==> src/rtl/cpu6_bootload.sv <==
// Boot loader: assembles a length-prefixed little-endian byte stream into RAM words, checks an
// XOR checksum and releases core reset. Optional inter-byte timeout under CPU6_BOOT_TIMEOUT_EN.
module cpu6_bootload #(
    parameter int unsigned ADDR_W         = 11,
    parameter int unsigned BASE_ADDR      = 0,
    parameter int unsigned MAX_WORDS      = 2048,
    parameter int unsigned TIMEOUT_CYCLES = 1000000
) (
    input  logic              clk,
    input  logic              reset,
    input  logic              rx_valid,
    input  logic [7:0]        rx_data,
    output logic              rx_ready,
    output logic [ADDR_W-1:0] ram_addr,
    output logic [31:0]       ram_wdata,
    output logic              ram_we,
    output logic              core_reset,
    output logic              done,
    output logic              error
);

    localparam int unsigned CNT_W = $clog2(MAX_WORDS + 1);

    typedef enum logic [2:0] {StLen, StData, StCsum, StDone, StErr} state_t;

    state_t            state;
    logic [1:0]        byte_cnt;
    logic [23:0]       shift;
    logic [CNT_W-1:0]  nwords;
    logic [CNT_W-1:0]  word_idx;
    logic [7:0]        csum;
    logic              accept;
    logic [31:0]       full_word;

`ifdef CPU6_BOOT_TIMEOUT_EN
    logic [31:0]       idle_cnt;
    logic              started;
`endif

    assign accept    = rx_valid & rx_ready;
    // Earlier bytes sit in shift; the current byte completes the 32-bit LE value.
    assign full_word = {rx_data, shift};

    always_ff @(posedge clk or posedge reset) begin
        if (reset) begin
            state      <= StLen;
            byte_cnt   <= 2'd0;
            shift      <= 24'd0;
            nwords     <= '0;
            word_idx   <= '0;
            csum       <= 8'd0;
            rx_ready   <= 1'b1;
            ram_addr   <= ADDR_W'(BASE_ADDR);
            ram_wdata  <= 32'd0;
            ram_we     <= 1'b0;
            core_reset <= 1'b1;
            done       <= 1'b0;
            error      <= 1'b0;
`ifdef CPU6_BOOT_TIMEOUT_EN
            idle_cnt   <= 32'd0;
            started    <= 1'b0;
`endif
        end else begin
            ram_we <= 1'b0;
            if (accept) begin
                byte_cnt <= byte_cnt + 2'd1;
                shift    <= {rx_data, shift[23:8]};
                case (state)
                    StLen: begin
                        if (byte_cnt == 2'd3) begin
                            // Full 32-bit compare so large lengths cannot alias into range.
                            if (full_word > 32'(MAX_WORDS)) begin
                                state    <= StErr;
                                error    <= 1'b1;
                                rx_ready <= 1'b0;
                            end else if (full_word == 32'd0) begin
                                state <= StCsum;
                            end else begin
                                nwords <= full_word[CNT_W-1:0];
                                state  <= StData;
                            end
                        end
                    end
                    StData: begin
                        csum <= csum ^ rx_data;
                        if (byte_cnt == 2'd3) begin
                            ram_we    <= 1'b1;
                            ram_wdata <= full_word;
                            ram_addr  <= ADDR_W'(BASE_ADDR) + ADDR_W'(word_idx);
                            word_idx  <= word_idx + 1'b1;
                            if (word_idx == nwords - 1'b1) begin
                                state <= StCsum;
                            end
                        end
                    end
                    StCsum: begin
                        rx_ready <= 1'b0;
                        if (rx_data == csum) begin
                            state      <= StDone;
                            done       <= 1'b1;
                            core_reset <= 1'b0;
                        end else begin
                            state <= StErr;
                            error <= 1'b1;
                        end
                    end
                    default: ;
                endcase
            end
`ifdef CPU6_BOOT_TIMEOUT_EN
            if (accept) begin
                idle_cnt <= 32'd0;
                started  <= 1'b1;
            end else if (started && (state == StLen || state == StData || state == StCsum)) begin
                if (idle_cnt == 32'(TIMEOUT_CYCLES - 1)) begin
                    state    <= StErr;
                    error    <= 1'b1;
                    rx_ready <= 1'b0;
                end else begin
                    idle_cnt <= idle_cnt + 32'd1;
                end
            end
`endif
        end
    end

endmodule

==> config.mk <==
export PLATFORM = sky130hd
export DESIGN_NAME = cpu6_bootload
export DESIGN_NICKNAME = d
export VERILOG_FILES = /design/src/rtl/cpu6_bootload.sv
export SDC_FILE = /design/constraint.sdc
export NUM_CORES = 1
export LEC_CHECK = 0
export ABC_AREA = 1
export BUFFER_PORTS_ARGS = -buffer_cell sky130_fd_sc_hd__clkbuf_2
export CORE_ASPECT_RATIO = 0.5
export CORE_MARGIN = 3
export CORE_UTILIZATION = 37
export CTS_BUF_LIST = sky130_fd_sc_hd__clkbuf_4 sky130_fd_sc_hd__clkbuf_8
export DETAILED_ROUTE_END_ITERATION = 16
export PLACE_DENSITY_LB_ADDON = 0.08
export SYNTH_ARGS = -nofsm -noshare
export SYNTH_HDL_FRONTEND = slang
export SYNTH_SLANG_ARGS = --single-unit
export TNS_END_PERCENT = 10
==> constraint.sdc <==
create_clock -name clk -period 6.75 [get_ports clk]
set_input_delay 1.6875 -clock clk [delete_from_list [all_inputs] [get_ports clk]]
set_output_delay 1.6875 -clock clk [all_outputs]
set_load 0.01 [all_outputs]
* Word level (Yosys, flattened, before mapping) *
Index checks and enable logic that the tools add are counted.

cells by class
  add/subtract/negate cells = 3
  magnitude comparators = 1
  equal/unequal tests = 10
  muxes and demuxes = 17
  bitwise gates (word level) = 4
  reductions and logical operators = 11

operators with widths
  kind                     count
  $gt A32 B12 Y1 const B   1
  $logic_not A32 Y1        1
  $mux W3                  5
  $reduce_and A5 Y1        3
  $add A12 B1 Y12 const B  1
  $eq A12 B12 Y1           1
  $sub A12 B1 Y12 const B  1
  $ne A2 B2 Y1 const B     5
  $pmux W3 S3              1
  $eq A8 B8 Y1             1
  $mux W1                  8
  $xor A8 B8 Y8            1
  $reduce_and A3 Y1        2
  $pmux W1 S2              2
  $reduce_and A4 Y1        1
  $eq A3 B1 Y1 const B     1
  $eq A3 B2 Y1 const B     1
  $logic_not A3 Y1         1
  $reduce_bool A3 Y1       1
  $add A2 B1 Y2 const B    1
  $eq A2 B2 Y1 const B     1
  $mux W2                  1
  $not A1 Y1               2
  $reduce_and A2 Y1        1
  other kinds (2)          2

word-level totals
  flip-flop bits (word level) = 109
  input port bits = 11
  output and inout bits = 48

* Depth between registers and ports, before layout *
Gate-level depths: netlist of run 1.

  depth after elaboration = 5
  depth in mapped cells = 14
  gate-level depth less buffers = 14

* Worst setup path before layout of run 1 *
No wires, ideal clock.

  kind = in2reg
  start point = in rx_data[3]
  end point = reg nwords[6]
  library setup time = 126 ps
  arrival time = 2727 ps
  path slack = 3897 ps
  cell stages on the path = 10
  path through = inv_1 nand4_1 nor2_1 nand2_1 nor3_2 and2_1 nand3_2 buf_2 nand2_1 o21ai_0

on the way
  word-level cells in the longest chain between the ends = 3
  elaborated cells between the ends (all ways) = 5

RTL lines
  item                                                        line    text
  start: declaration                                          12      input logic [7:0] rx_data,
  $gt A32 B12 Y1 / $logic_not A32 Y1 (equally long branches)  72, 76
  $not A1 Y1 (no source line)                                 n/a
  $reduce_and A5 Y1 (no source line) (*)                      n/a
  end signal: assignment                                      79      nwords <= full_word[CNT_W-1:0];
  end: declaration                                            29      logic [CNT_W-1:0] nwords;

Every way passes the cells marked *; elsewhere a longest branch is shown, timed or not.
A chain may end at the register's enable or synchronous reset.

* Worst setup path in the final report of run 1 *
  start point = in rx_valid
  end point = reg word_idx[11]

on the way
  word-level cells in the longest chain between the ends = 2

RTL lines
  item                                line  text
  start: declaration                  11    input logic rx_valid,
  $and A1 B1 Y1                       40    assign accept = rx_valid & rx_ready;
  $reduce_and A3 Y1 (no source line)  n/a
  end signal: assignment              90    word_idx <= word_idx + 1'b1;
  end: declaration                    30    logic [CNT_W-1:0] word_idx;

Every way passes these cells.

==> impl_metrics.toml, run 1 <==
[synth]
synth.avg_cell_area_sq_um = 8.89
ys_seq_elements = 109
synth.cell_area_sq_um = 4830
synth-edff-count = 0
ys_seq_area_frac = 0.565
postSynthCellCount = 544
yosysWarnings = 0
synthTopCellsByArea = "dfrtp_1, nand2_1, o21ai_0, inv_1, xor2_1"
ys_async_sr_fraction = 1.00
synth.distinct_cells = 31
syn_nets = 558
synth_flop_cell = "dfrtp_1"
netlist.area_leader.share = 0.554
yosys.area.top_type = "dfrtp_1"

[setup_path]
cp_max_fo = 54
timing.rr.start = "rx_ready"
required_ps = 7040
endpoint_kind = "register"
setup.worst_path.class = "input port to register"
cp_data_arrival_time_ps = 3690
start_kind = "input port"
crit_start = "rx_valid"
r2r_setup_slack_ps = 4180

[place]
dp_hpwl_mm = 7.61
place_area_sq_um = 5280
gpl.final_weighted_congestion = 0.778
portBuffers = 58

[cts]
cts_buffer_depth = 2
tritoncts = "yes"
cts_buffers = 9
ctsResizeCount = 0
cts.sinks = 109
cts_root_buf = "clkbuf_8"
cts_hold_buf = 0
post-cts-setup-buffer-count = 0
clk_latency_ps = 380
path_clk_slew_ps = 100
htree_levels = 3

[floorplanning]
start_util = 0.394
core_area_sq_um = 12300
num_io_pins = 59
die_y_um = 86.8
fp-row-count = 28
dieArea_sq_um = 14600
die_width_um = 168

[timing]
fin_skew_ps = 19.8
rsz0062_at_grt = "no"
report.final.slew_viol_count = 0
setup_violations = 0
tns_ps = 0
finalCritPeriodShare = 0.503
finalCriticalPeriod_ps = 3400
worst_slew_pin_slew_ps = 907
timing.slew.headroom = 0.393
hold_viol = 0
fmax_ghz = 0.294

[pwr]
cellPowerDensity_nw_per_um2 = 202
p_leak_nw = 2.92
peakVddDrop_v = 0.0000791

[drt]
drc = 0
wirelength_mm = 10.6
dr.pass1.iters = 5
vias_per_cell = 4.58
ant_nets = 0
drtIter0Drc = 162
vias = 3516
wire_per_inst_um = 13.7

[layout]
diodes = 0
drive_gt1_frac = 0.153
final_cell_mix = "nand2_1, dfrtp_1, o21ai_0"
layout_commonest_cell = "nand2_1"
fin_area_sq_um = 5500
nets = 612
synthToLayoutAreaGrowth_pct = 13.7

[grt]
grt_overflow_total = 0
grt_pass1_vias = 3424
grt_max_degree = 62
antenna_found_initial = 0
grt_pass1_wl_mm = 18.0
grt.total_usage = 0.156

[min_path]
hp-start = "core_reset"
holdCritPathClass = "register to register"

[job]
drv_cap = 0

[status]
status = "finished clean"
worst max-delay path, cell delays in order:
cell,delay (ps)
clkbuf_2,80
nand2_2,500
nor2_8,390
nand2_4,250
nor2_8,180
nand3_4,90
nor2_4,110
nand2_2,70
nor3_2,120
xor2_1,160
sequential cells by signal (all words and copies together), names as in the netlist:
| register | cells |
|---|---|
| error | 1 |
| rx_ready | 1 |
| word_idx | 12 |
| ram_wdata | 32 |
| shift | 24 |
| state | 3 |
| core_reset | 1 |
| done | 1 |
| nwords | 12 |
| byte_cnt | 2 |
| ram_we | 1 |
| csum | 8 |
| ram_addr | 11 |
kinds of logic (layout without fill, tap and decap cells):
family,after synthesis,count (layout),synth area share
xor gates and xnor gates,31,31,0.0562
adders and majority gates,3,3,0.00776
buffers and inverters,81,140,0.0637
DFF,109,109,0.565
AOI/OAI and AO/OA,84,84,0.0880
and+or+nand+nor,236,236,0.220
report_power, final:
part	internal [W]	total, W	switching, W
Combinational	0.00000428	0.0000232	0.0000189
Clock	0.000214	0.000437	0.000224
Sequential	0.000653	0.000653	0
Total	0.000870	0.00111	0.000243
layout make-up:
cell class | instances | area, sq um
clock buffers | 10 | 131
clock inverters | 6 | 86.3
fillers | 1271 | 6760
inverters | 64 | 243
multi-input cells | 354 | 1800
flip-flops and latches | 109 | 2730
well taps | 165 | 206
repair buffers | 60 | 305
worst paths after layout:
check	end	cells after the start
worst max-delay path	word_idx[11]	10
worst min register to register	core_reset	2
min in group asynchronous	ram_addr[6]	2
worst max register to register	word_idx[11]	9
worst min-delay path	core_reset	2
max in group asynchronous	shift[12]	3
synthesized netlist by cell type (2+ instances only):
library cell  number
buf_1              3
buf_2              2
clkbuf_1          11
dfrtp_1          107
dfstp_2            2
ha_1               3
inv_1             64
nand2_1          158
nand2_2            2
nand3_1           20
nand3_4            2
nand3b_1           3
nand4_1            7
nor2_1            24
nor2_8             2
nor3_1             7
nor3_2             2
nor4_1             2
o21ai_0           82
xnor2_1            7
xor2_1            24
per-stage QoR:
stage | setup slack [ps] | utilization | hold slack (ps) | instances | power [W]
2_1_floorplan | 2190 | - | 450 | 544 | 0.000679
3_3_place_gp | 3000 | 0.431 | 429 | 752 | 0.000690
3_5_place_dp | 2970 | 0.431 | 434 | 752 | 0.000690
4_1_cts | 3350 | 0.448 | 450 | 768 | 0.00113
5_1_grt | 3070 | 0.448 | 468 | 768 | 0.00116
6_report | 3350 | 0.448 | 446 | 768 | 0.00111
routing by layer:
layer	routed length, um	up-vias	share of wire	global-route usage
li1	-	1821	-	-
met1	5630	1644	0.53	0.232
met2	4450	43	0.42	0.229
met3	395	8	0.037	0.0428
met4	76	0	0.0072	0.0356
met5	0	-	0	0
Power figures use the tool's default switching activity.
==> run 2, diff against run 1 <==
ABC_AREA = 0   (was 1)
clock period = 3.3 ns   (was 6.75 ns; I/O delays follow)
==> impl_metrics.toml, run 2 <==
[layout]
final_cell_mix = "nand2_1, dfrtp_1, clkbuf_2"
largest_register_ffs = 32
drive_gt1_frac = 0.247
layout_commonest_cell = "nand2_1"
layoutNonFillerInstCount = 688
n_fill_cell = 1219
largest-register = "ram_wdata"
synthToLayoutAreaGrowth_pct = 14.5
fin_area_sq_um = 5530
final_util = 0.451
diodes = 0
top_regs = "ram_wdata x32, shift x24"
nets = 532

[cts]
tritoncts = "yes"
cts_buffers = 9
cts.sinks = 109
ctsResizeCount = 0
path_clk_slew_ps = 100
cts_hold_buf = 0
htree_levels = 3
post-cts-setup-buffer-count = 0
clk_latency_ps = 370
cts_buffer_depth = 2
cts_root_buf = "clkbuf_8"

[synth]
ys_seq_elements = 109
ys_seq_area_frac = 0.566
ys_async_sr_fraction = 1.00
yosysMostFrequentCell = "nand2_1"
yosysWarnings = 0
synth.avg_cell_area_sq_um = 10.5
netlist.area_leader.share = 0.555
synth-edff-count = 0
synth.distinct_cells = 47
synth_flop_cell = "dfrtp_1"
synthTopCellsByArea = "dfrtp_1, nand2_1, mux2_2, xnor2_1, clkbuf_1"
synthTopCellsByCount = "nand2_1, dfrtp_1, mux2_2, xnor2_1"
yosys.area.top_type = "dfrtp_1"
synth.cell_area_sq_um = 4820
syn_nets = 473
postSynthCellCount = 459

[drt]
ant_nets = 0
dr_wl_met2_mm = 4.41
wl_met1_mm = 5.56
vias = 3311
wire_per_inst_um = 15.2
vias_per_cell = 4.81
drtIter0Drc = 183
met3_wirelength_um = 393
drc = 0
dr.pass1.iters = 4
wirelength_mm = 10.4
top_layer_used = "met4"

[pwr]
cell_internal_pwr_w = 0.00166
combPwrFrac = 0.023
p_leak_nw = 2.86
cellPowerDensity_nw_per_um2 = 394
switching_power_w = 0.000520
peakVddDrop_v = 0.000224
pwr-share-seq = 0.613
switching_share = 0.239
clockPowerShare = 0.364

[setup_path]
start_kind = "input port"
r2r_cells = 5
worstReg2RegEnd = "nwords[0]"
required_ps = 3560
cp_max_fo = 12
r2r_setup_slack_ps = 880
setup.worst_path.class = "input port to register"
cp_data_arrival_time_ps = 2770
endpoint_kind = "register"
timing.rr.start = "shift[12]"

[grt]
grt_pass1_wl_mm = 17.4
grt_overflow_total = 0
antenna_found_initial = 0
grt_pass1_vias = 3267
grt.total_usage = 0.152
grt_max_degree = 52

[timing]
hold_viol = 0
rsz0062_at_grt = "no"
finalCriticalPeriod_ps = 2510
tns_ps = 0
fmax_ghz = 0.398
worst_slew_pin_slew_ps = 821
setup_violations = 0
timing.slew.headroom = 0.452
finalCritPeriodShare = 0.762
report.final.slew_viol_count = 0
fin_skew_ps = 12.9

[floorplanning]
die_width_um = 167
die_y_um = 86.7
fp-row-count = 28
num_io_pins = 59
core_area_sq_um = 12300
start_util = 0.393
dieArea_sq_um = 14500

[min_path]
hold_end = "error"
hp-start = "error"
min_path_cells = 1
holdCritPathClass = "register to register"

[place]
dp_hpwl_mm = 7.33
portBuffers = 58
gpl.final_weighted_congestion = 0.794
dp_cells = 672
place_area_sq_um = 5330

[job]
drv_cap = 0

[status]
status = "finished clean"
-- run 2: cell families (layout without fill, tap and decap cells) --
group / count (synthesis) / in the layout / share of synthesized area
AND/OR/NAND/NOR: 228 / 228 / 0.216
flip-flops: 109 / 109 / 0.566
XOR/XNOR: 40 / 40 / 0.0755
multiplexers: 39 / 39 / 0.0908
buffers and inverters: 21 / 85 / 0.0166
AO/OA/AOI/OAI: 19 / 19 / 0.0272
adder cells (fa/ha/maj): 3 / 3 / 0.00778
-- run 2: per-stage QoR --
step / power (W) / hold WS (ps) / worst slack [ps]
after floorplan: 0.00139 / 453 / 909
after global placement: 0.00141 / 451 / 397
after detailed placement: 0.00141 / 455 / 412
after CTS: 0.00221 / 482 / 809
after global routing: 0.00226 / 495 / 565
final: 0.00218 / 472 / 785
-- run 2: cell type report --
cell class | instances | area (sq um) | area share
clock buffer | 10 | 138 | 0.0249
clock inverter | 6 | 53.8 | 0.00974
inverter | 5 | 22.5 | 0.00408
multi-input combinational | 329 | 2010 | 0.365
sequential | 109 | 2730 | 0.494
tap | 165 | 206 | 0.0374
timing repair buffer | 64 | 360 | 0.0652
-- run 2: critical path: stages --
cell and delay (ps):
clkbuf_2 130, nor4_1 260, and3_1 260, nor3b_1 260, nor4bb_1 250, nand2b_1 350
mux2_1 420
-- run 2: how the worst max path moves through the flow --
stage	startpoint	endpoint	slack, ps	depth (start not counted)
after floorplan	rx_data[3]	nwords[0]	910	7
after global placement	rx_data[3]	nwords[0]	400	7
after detailed placement	rx_data[3]	nwords[0]	410	7
after CTS	rx_data[3]	nwords[0]	810	7
after global routing	rx_data[0]	nwords[0]	560	7
final	rx_data[3]	nwords[0]	790	7
-- run 2: routing by layer --
| metal | up-vias | GRT usage |
|---|---|---|
| li1 | 1646 | - |
| met1 | 1603 | 0.225 |
| met2 | 54 | 0.223 |
| met3 | 8 | 0.0433 |
| met4 | 0 | 0.0312 |
| met5 | - | 0 |
-- run 2: power groups by stage --
stage	clock, W	combinational [W]	sequential, W
after floorplan	0	0.0000255	0.00136
after global placement	0	0.0000534	0.00136
after detailed placement	0	0.0000533	0.00136
after CTS	0.000826	0.0000533	0.00134
after global routing	0.000871	0.0000586	0.00134
final	0.000792	0.0000501	0.00133
